**src/rtl/spi_master_pkg.sv**
```systemverilog
// Shared constants, state encoding and frame helper for the SPI command master.
// State list depends on SPI_MASTER_CS_GAP_EN (adds the post-frame GAP state).
package spi_master_pkg;

    localparam int CMD_BITS           = 8;
    localparam int ADDR_BITS          = 8;
    localparam int PAYLOAD_BITS       = 8;
    localparam int MASTER_FRAME_WIDTH = CMD_BITS + ADDR_BITS + PAYLOAD_BITS;

    localparam logic CS_DEASSERT = 1'b1;

    localparam logic [CMD_BITS-1:0] CMD_NOP      = 8'h00;
    localparam logic [CMD_BITS-1:0] CMD_LED_SET  = 8'h01;
    localparam logic [CMD_BITS-1:0] CMD_LED_READ = 8'h02;

    typedef enum logic [2:0] {
        ST_IDLE,
        ST_CS_SETUP,
        ST_SHIFT,
        ST_CS_HOLD
`ifdef SPI_MASTER_CS_GAP_EN
        , ST_GAP
`endif
    } state_t;

    function automatic logic [MASTER_FRAME_WIDTH-1:0] build_frame(
        input logic [CMD_BITS-1:0]     cmd,
        input logic [ADDR_BITS-1:0]    addr,
        input logic [PAYLOAD_BITS-1:0] payload
    );
        return {cmd, addr, payload};
    endfunction

endpackage

```
**src/rtl/spi_master_if.sv**
```systemverilog
// Host-side request/response bus of the SPI command master.
// The master modport is the requester, the slave modport is the spi_master itself.
interface spi_master_if;
    import spi_master_pkg::*;

    logic                    i_start;
    logic [CMD_BITS-1:0]     i_cmd;
    logic [ADDR_BITS-1:0]    i_addr;
    logic [PAYLOAD_BITS-1:0] i_payload;
    logic                    o_busy;
    logic                    o_done;
    logic [PAYLOAD_BITS-1:0] o_rx_data;

    modport master (
        output i_start, i_cmd, i_addr, i_payload,
        input  o_busy, o_done, o_rx_data
    );

    modport slave (
        input  i_start, i_cmd, i_addr, i_payload,
        output o_busy, o_done, o_rx_data
    );

endinterface

```
**src/rtl/spi_sclk_gen.sv**
```systemverilog
// Half-period timer for the SPI clock: counts CLK_DIV sysclk cycles per half period
// while running and flags the last cycle of each half as a rise or fall strobe.
module spi_sclk_gen #(
    parameter int CLK_DIV = 4
) (
    input  logic sysclk,
    input  logic rst,
    input  logic run,
    input  logic toggle_en,
    input  logic sclk_level,
    output logic half_end,
    output logic rise,
    output logic fall
);

    logic [7:0] half_cnt;

    assign half_end = run && (half_cnt == 8'(CLK_DIV - 1));
    assign rise     = half_end && toggle_en && !sclk_level;
    assign fall     = half_end && toggle_en &&  sclk_level;

    // The count restarts whenever the FSM is not in a timed state so every phase starts aligned.
    always_ff @(posedge sysclk or posedge rst) begin
        if (rst) begin
            half_cnt <= '0;
        end else if (!run || half_end) begin
            half_cnt <= '0;
        end else begin
            half_cnt <= half_cnt + 8'd1;
        end
    end

endmodule

```
**src/rtl/spi_master.sv**
```systemverilog
// SPI mode-0 command master: sends a 24-bit {cmd, addr, payload} frame MSB first and
// captures the payload-phase byte from miso. SPI_MASTER_CS_GAP_EN enforces a CS-high gap.
module spi_master
    import spi_master_pkg::*;
#(
    parameter int CLK_DIV    = 4,
    parameter int GAP_CYCLES = 8
) (
    input  logic        sysclk,
    input  logic        rst,
    spi_master_if.slave bus,
    output logic        sclk,
    output logic        cs,
    output logic        mosi,
    input  logic        miso
);

    if (CLK_DIV < 4 || CLK_DIV > 255) begin : g_bad_clk_div
        $error("spi_master: CLK_DIV must be within 4..255");
    end
    if (GAP_CYCLES < 3 || GAP_CYCLES > 255) begin : g_bad_gap_cycles
        $error("spi_master: GAP_CYCLES must be within 3..255");
    end

    state_t state_q, next_state;

    logic                          run, toggle_en, half_end, rise, fall;
    logic                          load, cs_d, done_d;
    logic                          cs_q, done_q, sclk_q;
    logic                          miso_meta, miso_sync;
    logic [4:0]                    bit_cnt_q;
    logic [MASTER_FRAME_WIDTH-1:0] shift_q;
    logic [PAYLOAD_BITS-1:0]       rx_shift_q, rx_data_q;

`ifdef SPI_MASTER_CS_GAP_EN
    // The done cycle and the next accept cycle also keep cs high, so GAP covers the rest.
    localparam int GAP_LEN = GAP_CYCLES - 2;
    logic [7:0] gap_cnt_q;
`endif

    assign run       = (state_q == ST_CS_SETUP) || (state_q == ST_SHIFT) ||
                       ((state_q == ST_CS_HOLD) && !done_q);
    assign toggle_en = (state_q == ST_SHIFT);

    spi_sclk_gen #(
        .CLK_DIV (CLK_DIV)
    ) u_sclk_gen (
        .sysclk     (sysclk),
        .rst        (rst),
        .run        (run),
        .toggle_en  (toggle_en),
        .sclk_level (sclk_q),
        .half_end   (half_end),
        .rise       (rise),
        .fall       (fall)
    );

    always_ff @(posedge sysclk or posedge rst) begin
        if (rst) begin
            state_q <= ST_IDLE;
        end else begin
            state_q <= next_state;
        end
    end

    // CS_HOLD spends one extra cycle with cs already high so o_done sits outside IDLE.
    always_comb begin
        next_state = state_q;
        cs_d       = cs_q;
        done_d     = 1'b0;
        load       = 1'b0;
        case (state_q)
            ST_IDLE: begin
                if (bus.i_start) begin
                    next_state = ST_CS_SETUP;
                    cs_d       = ~CS_DEASSERT;
                    load       = 1'b1;
                end
            end
            ST_CS_SETUP: begin
                if (half_end) next_state = ST_SHIFT;
            end
            ST_SHIFT: begin
                if (fall && (bit_cnt_q == 5'd0)) next_state = ST_CS_HOLD;
            end
            ST_CS_HOLD: begin
                if (done_q) begin
`ifdef SPI_MASTER_CS_GAP_EN
                    next_state = ST_GAP;
`else
                    next_state = ST_IDLE;
`endif
                end else if (half_end) begin
                    cs_d   = CS_DEASSERT;
                    done_d = 1'b1;
                end
            end
`ifdef SPI_MASTER_CS_GAP_EN
            ST_GAP: begin
                if (gap_cnt_q == 8'(GAP_LEN - 1)) next_state = ST_IDLE;
            end
`endif
            default: next_state = ST_IDLE;
        endcase
    end

    // Shifting and miso sampling both happen on the fall strobe, i.e. the last high cycle.
    always_ff @(posedge sysclk or posedge rst) begin
        if (rst) begin
            cs_q       <= CS_DEASSERT;
            done_q     <= 1'b0;
            sclk_q     <= 1'b0;
            miso_meta  <= 1'b0;
            miso_sync  <= 1'b0;
            bit_cnt_q  <= '0;
            shift_q    <= '0;
            rx_shift_q <= '0;
            rx_data_q  <= '0;
        end else begin
            cs_q      <= cs_d;
            done_q    <= done_d;
            miso_meta <= miso;
            miso_sync <= miso_meta;
            if (rise) begin
                sclk_q <= 1'b1;
            end else if (fall) begin
                sclk_q <= 1'b0;
            end
            if (load) begin
                shift_q   <= build_frame(bus.i_cmd, bus.i_addr, bus.i_payload);
                bit_cnt_q <= 5'(MASTER_FRAME_WIDTH - 1);
            end else if (fall) begin
                shift_q    <= {shift_q[MASTER_FRAME_WIDTH-2:0], 1'b0};
                rx_shift_q <= {rx_shift_q[PAYLOAD_BITS-2:0], miso_sync};
                if (bit_cnt_q != 5'd0) bit_cnt_q <= bit_cnt_q - 5'd1;
            end
            if (done_d) rx_data_q <= rx_shift_q;
        end
    end

`ifdef SPI_MASTER_CS_GAP_EN
    always_ff @(posedge sysclk or posedge rst) begin
        if (rst) begin
            gap_cnt_q <= '0;
        end else if (state_q == ST_GAP) begin
            gap_cnt_q <= gap_cnt_q + 8'd1;
        end else begin
            gap_cnt_q <= '0;
        end
    end
`endif

    assign sclk          = sclk_q;
    assign cs            = cs_q;
    assign mosi          = shift_q[MASTER_FRAME_WIDTH-1];
    assign bus.o_done    = done_q;
    assign bus.o_rx_data = rx_data_q;
    assign bus.o_busy    = !rst && ((state_q != ST_IDLE) || bus.i_start);

endmodule

```
**src/flat_wrapper.sv**
```systemverilog
// flat-port wrapper written by rule: the top's interface ports become plain ports
module spi_master_flat import spi_master_pkg::*;
#(
    parameter int CLK_DIV    = 4,
    parameter int GAP_CYCLES = 8
)
  (sysclk, rst, sclk, cs, mosi, miso, bus_i_start, bus_i_cmd, bus_i_addr, bus_i_payload, bus_o_busy, bus_o_done, bus_o_rx_data);
  spi_master_if bus_i ();
  input  logic sysclk;
  input  logic rst;
  output logic sclk;
  output logic cs;
  output logic mosi;
  input  logic miso;
  input wire logic [$bits(bus_i.i_start)-1:0] bus_i_start;
  input wire logic [$bits(bus_i.i_cmd)-1:0] bus_i_cmd;
  input wire logic [$bits(bus_i.i_addr)-1:0] bus_i_addr;
  input wire logic [$bits(bus_i.i_payload)-1:0] bus_i_payload;
  output wire logic [$bits(bus_i.o_busy)-1:0] bus_o_busy;
  output wire logic [$bits(bus_i.o_done)-1:0] bus_o_done;
  output wire logic [$bits(bus_i.o_rx_data)-1:0] bus_o_rx_data;
  assign bus_i.i_start = bus_i_start;
  assign bus_i.i_cmd = bus_i_cmd;
  assign bus_i.i_addr = bus_i_addr;
  assign bus_i.i_payload = bus_i_payload;
  assign bus_o_busy = bus_i.o_busy;
  assign bus_o_done = bus_i.o_done;
  assign bus_o_rx_data = bus_i.o_rx_data;
  spi_master #(.CLK_DIV(CLK_DIV), .GAP_CYCLES(GAP_CYCLES)) u_core (.sysclk(sysclk), .rst(rst), .bus(bus_i), .sclk(sclk), .cs(cs), .mosi(mosi), .miso(miso));
endmodule
```
**config.mk**
```make
export PLATFORM = sky130hd
export DESIGN_NAME = spi_master_flat
export DESIGN_NICKNAME = d
export VERILOG_FILES = /design/src/rtl/spi_master_pkg.sv /design/src/rtl/spi_master_if.sv /design/src/rtl/spi_sclk_gen.sv /design/src/rtl/spi_master.sv /design/src/flat_wrapper.sv
export SDC_FILE = /design/constraint.sdc
export NUM_CORES = 1
export LEC_CHECK = 0
export CAP_MARGIN = 20
export CORE_MARGIN = 3
export CORE_UTILIZATION = 35
export CTS_CLUSTER_DIAMETER = 40
export DETAILED_ROUTE_END_ITERATION = 16
export DONT_BUFFER_PORTS = 1
export PLACE_DENSITY = 0.58
export SYNTH_ARGS = -nofsm -noshare
export SYNTH_HDL_FRONTEND = slang
export SYNTH_SLANG_ARGS = --single-unit
```
**constraint.sdc**
```tcl
create_clock -name sysclk -period 2.7 [get_ports sysclk]
set_clock_uncertainty 0.15 [all_clocks]
set_input_delay 0.27 -clock sysclk [delete_from_list [all_inputs] [get_ports sysclk]]
set_output_delay 0.27 -clock sysclk [all_outputs]
set_load 0.01 [all_outputs]
```
==> results.yml <==
logic_synthesis:
  synth_enable_flop_cells: 0
  yosys.area.top_type: "dfrtp_1"
  syn-cell-area_um2: 2730
  synth.most_common_cell: "dfrtp_1"
  synth_common_cells: "dfrtp_1 (59), nand2_1 (30), o21ai_0 (27)"
  syn_nets: 273
  synth.area.top_cells: "dfrtp_1 (54%), mux2i_1 (9.2%), mux2_2 (7.0%), o21ai_0 (4.9%), nand2_1 (4.1%)"
  synth-async-reset-ratio_pct: 100
  synth-seq-cells: 60
  synthDistinctLibCells: 31
  yosysTopAreaCellShare_pct: 54.1
  synth_cells: 238
  yosysSeqAreaShare_pct: 55.0
  synth_ff_type: "dfrtp_1"
  synth_warnings: 0
  synth.avg_cell_area_um2: 11.5
cts:
  clk_latency_ns: 0.34
  post_cts_resized: 0
  clk_pin_slew_worst_paths_ns: 0.07
  cts_tree: "yes"
  cts_sinks: 60
  clock_tree.root_cell: "clkbuf_8"
  ctsHoldBuffers: 27
  ctsLongestPathBuffers: 2
  cts_setup_buffers: 0
  htreeDepth: 3
  cts_buffers: 9
floorplanning:
  rows: 31
  core_area_um2: 7410
  die_x_um: 94.3
  start_util_pct: 36.9
  die_height_um: 94.3
  dieArea_um2: 8900
  ioPinCount: 41
worst_hold_path:
  hold_path_class: "in2reg"
  holdCritStartpoint: "bus_i_start"
  hold_end: "u_core.bit_cnt_q[2]"
  hold_depth: 2
finish:
  antennaDiodeCount: 0
  layout-drive-gt1-share_pct: 15.2
  fin_cells: 375
  layout.nets: 306
  syn_to_final_growth_pct: 21.4
pwr:
  p_total_w: 0.00173
  p_leak_nw: 1.50
  cellPowerDensity_nw_per_um2: 522
  worst_ir_drop_vdd_mv: 0.265
grt:
  grt_pass1_wl_um: 8950
  grt_overflow: 0
  antenna_found_initial: 0
  grt_max_degree: 61
  track_usage_pct: 13.1
  grt_pass1_vias: 1865
status:
  outcome: "complete, no violations"
routing:
  drtIter0Drc: 105
  remaining_drc_errors: 0
  dr_wl_met2_um: 2430
  met3WireLength_um: 239
  wl_per_cell_um: 13.6
  dr.pass1.iters: 4
  drt_wl_total_um: 5120
  vias_per_cell: 4.83
  m1WireLength_um: 2350
  top_layer_used: "met4"
  vias: 1810
  postRouteAntennaNets: 0
critical_path:
  cp-start-kind: "flip-flop"
  ff2ff_setup_slack_ns: 0.35
  r2r_end: "u_core.state_q[1]"
  cp_data_required_time_ns: 2.77
  r2r_cells: 5
  end_kind: "flip-flop"
  arrival_ns: 2.42
  critPathKind: "reg2reg"
  r2r_start: "u_core.state_q[1]"
  crit_fanout: 7
timing:
  hold_viol_final: 0
  finalSetupTns_ns: 0
  slew_headroom_pct: 50.8
  worst_slew_pin_slew_ns: 0.739
  holdWs_ns: 0.0388
  min_period_ns: 2.35
  setup_viol: 0
  fmaxAchievable_mhz: 426
  rsz0062_at_grt: "false"
  fin_crit_sh_pct: 87.0
  slew_viol_final: 0
placed_design:
  portBuffers: 0
  gp_congestion: 0.724
  dp_cells: 332
  hpwl_um: 3290
flow_run:
  cap_violations: 0
state kept, by name (all words and copies together) (netlist names):
| register | count |
|---|---|
| u_core.bit_cnt_q | 5 |
| u_core.bus.o_done | 1 |
| u_core.miso_sync | 1 |
| u_core.cs | 1 |
| u_core.state_q | 2 |
| u_core.shift_q | 24 |
| u_core.bus.o_rx_data | 8 |
| u_core.u_sclk_gen.half_cnt | 8 |
| u_core.sclk | 1 |
| u_core.miso_meta | 1 |
| u_core.rx_shift_q | 8 |
cell usage in the layout (no fill, tap or decap):
master and instances:
nor4b_1 1, a221oi_1 1, ha_1 7, dfstp_2 1, nor2b_1 1, o31a_1 1, buf_4 5, nor4b_4 2
o21ai_0 27, dfrtp_1 59, and3_1 1, bufinv_16 1, nor2_2 1, inv_1 8, clkbuf_1 2, inv_2 1
or3_1 3, mux2_2 17, nand3_1 7, o211ai_1 2, a21oi_1 3, clkinv_2 3, nor2_1 9, and2_1 3
clkbuf_8 9, xor2_1 2, o2111ai_4 1, mux2i_1 25, xnor2_1 5, o21a_1 1, nor3_1 2, o2111ai_1 1
dlygate4sd3_1 27, nand2_1 30, o21bai_1 3, clkinvlp_4 1, or4_1 3
area by class of cell:
| class | instances | area [µm²] |
|---|---|---|
| Inverter | 9 | 33.8 |
| Tap cell | 99 | 124 |
| Clock inverter | 5 | 52.6 |
| Timing Repair Buffer | 32 | 308 |
| Multi-Input combinational cell | 159 | 1160 |
| Clock buffer | 11 | 131 |
| Fill cell | 672 | 4090 |
| Sequential cell | 60 | 1500 |
cell families after synthesis:
group | after synthesis | share of synthesized area [%]
multiplexers | 42 | 16.2
XOR/XNOR | 7 | 2.24
buffers and inverters | 19 | 2.75
flip-flops | 60 | 55.0
AO/OA/AOI/OAI | 40 | 8.66
AND/OR/NAND/NOR | 63 | 12.0
adder cells (fa/ha/maj) | 7 | 3.21
where the power goes:
group          internal [W]  switching, W
Clock              0.000422      0.000346
Sequential         0.000904    0.00000312
Combinational     0.0000312     0.0000252
through the flow:
| step | utilization [%] | setup WS (ns) | area [µm²] |
|---|---|---|---|
| after floorplan | - | 0.454 | 2730 |
| after global placement | 38.6 | 0.426 | 2860 |
| after detailed placement | 38.6 | 0.364 | 2860 |
| after CTS | 44.8 | 0.366 | 3320 |
| after global routing | 44.8 | 0.238 | 3320 |
| final | 44.8 | 0.351 | 3320 |
worst max-delay path, stage by stage (launching register included):
cell and delay (ns):
dfrtp_1 0.39, ha_1 0.19, nor2b_1 0.50, o2111ai_1 0.17
a221oi_1 0.45, mux2_2 0.38
worst max path at each step:
stage                       from                    to  slack (ns)  cells past startpoint
2_1_floorplan                rst            bus_o_busy        0.45                      2
3_3_place_gp   u_core.state_q[1]  u_core.rx_shift_q[4]        0.43                      5
3_5_place_dp   u_core.state_q[1]  u_core.rx_shift_q[4]        0.36                      5
4_1_cts        u_core.state_q[1]  u_core.rx_shift_q[4]        0.37                      5
5_1_grt        u_core.state_q[1]   u_core.bit_cnt_q[2]        0.24                      6
6_report       u_core.state_q[1]     u_core.state_q[1]        0.35                      5
routing by layer:
layer  vias up  global-route usage (%)
met3         9                    4.78
met5         -                       0
met4         0                    5.66
met2        27                    20.0
li1        896                       -
met1       878                    16.8
(Power assumes the default switching activity.)
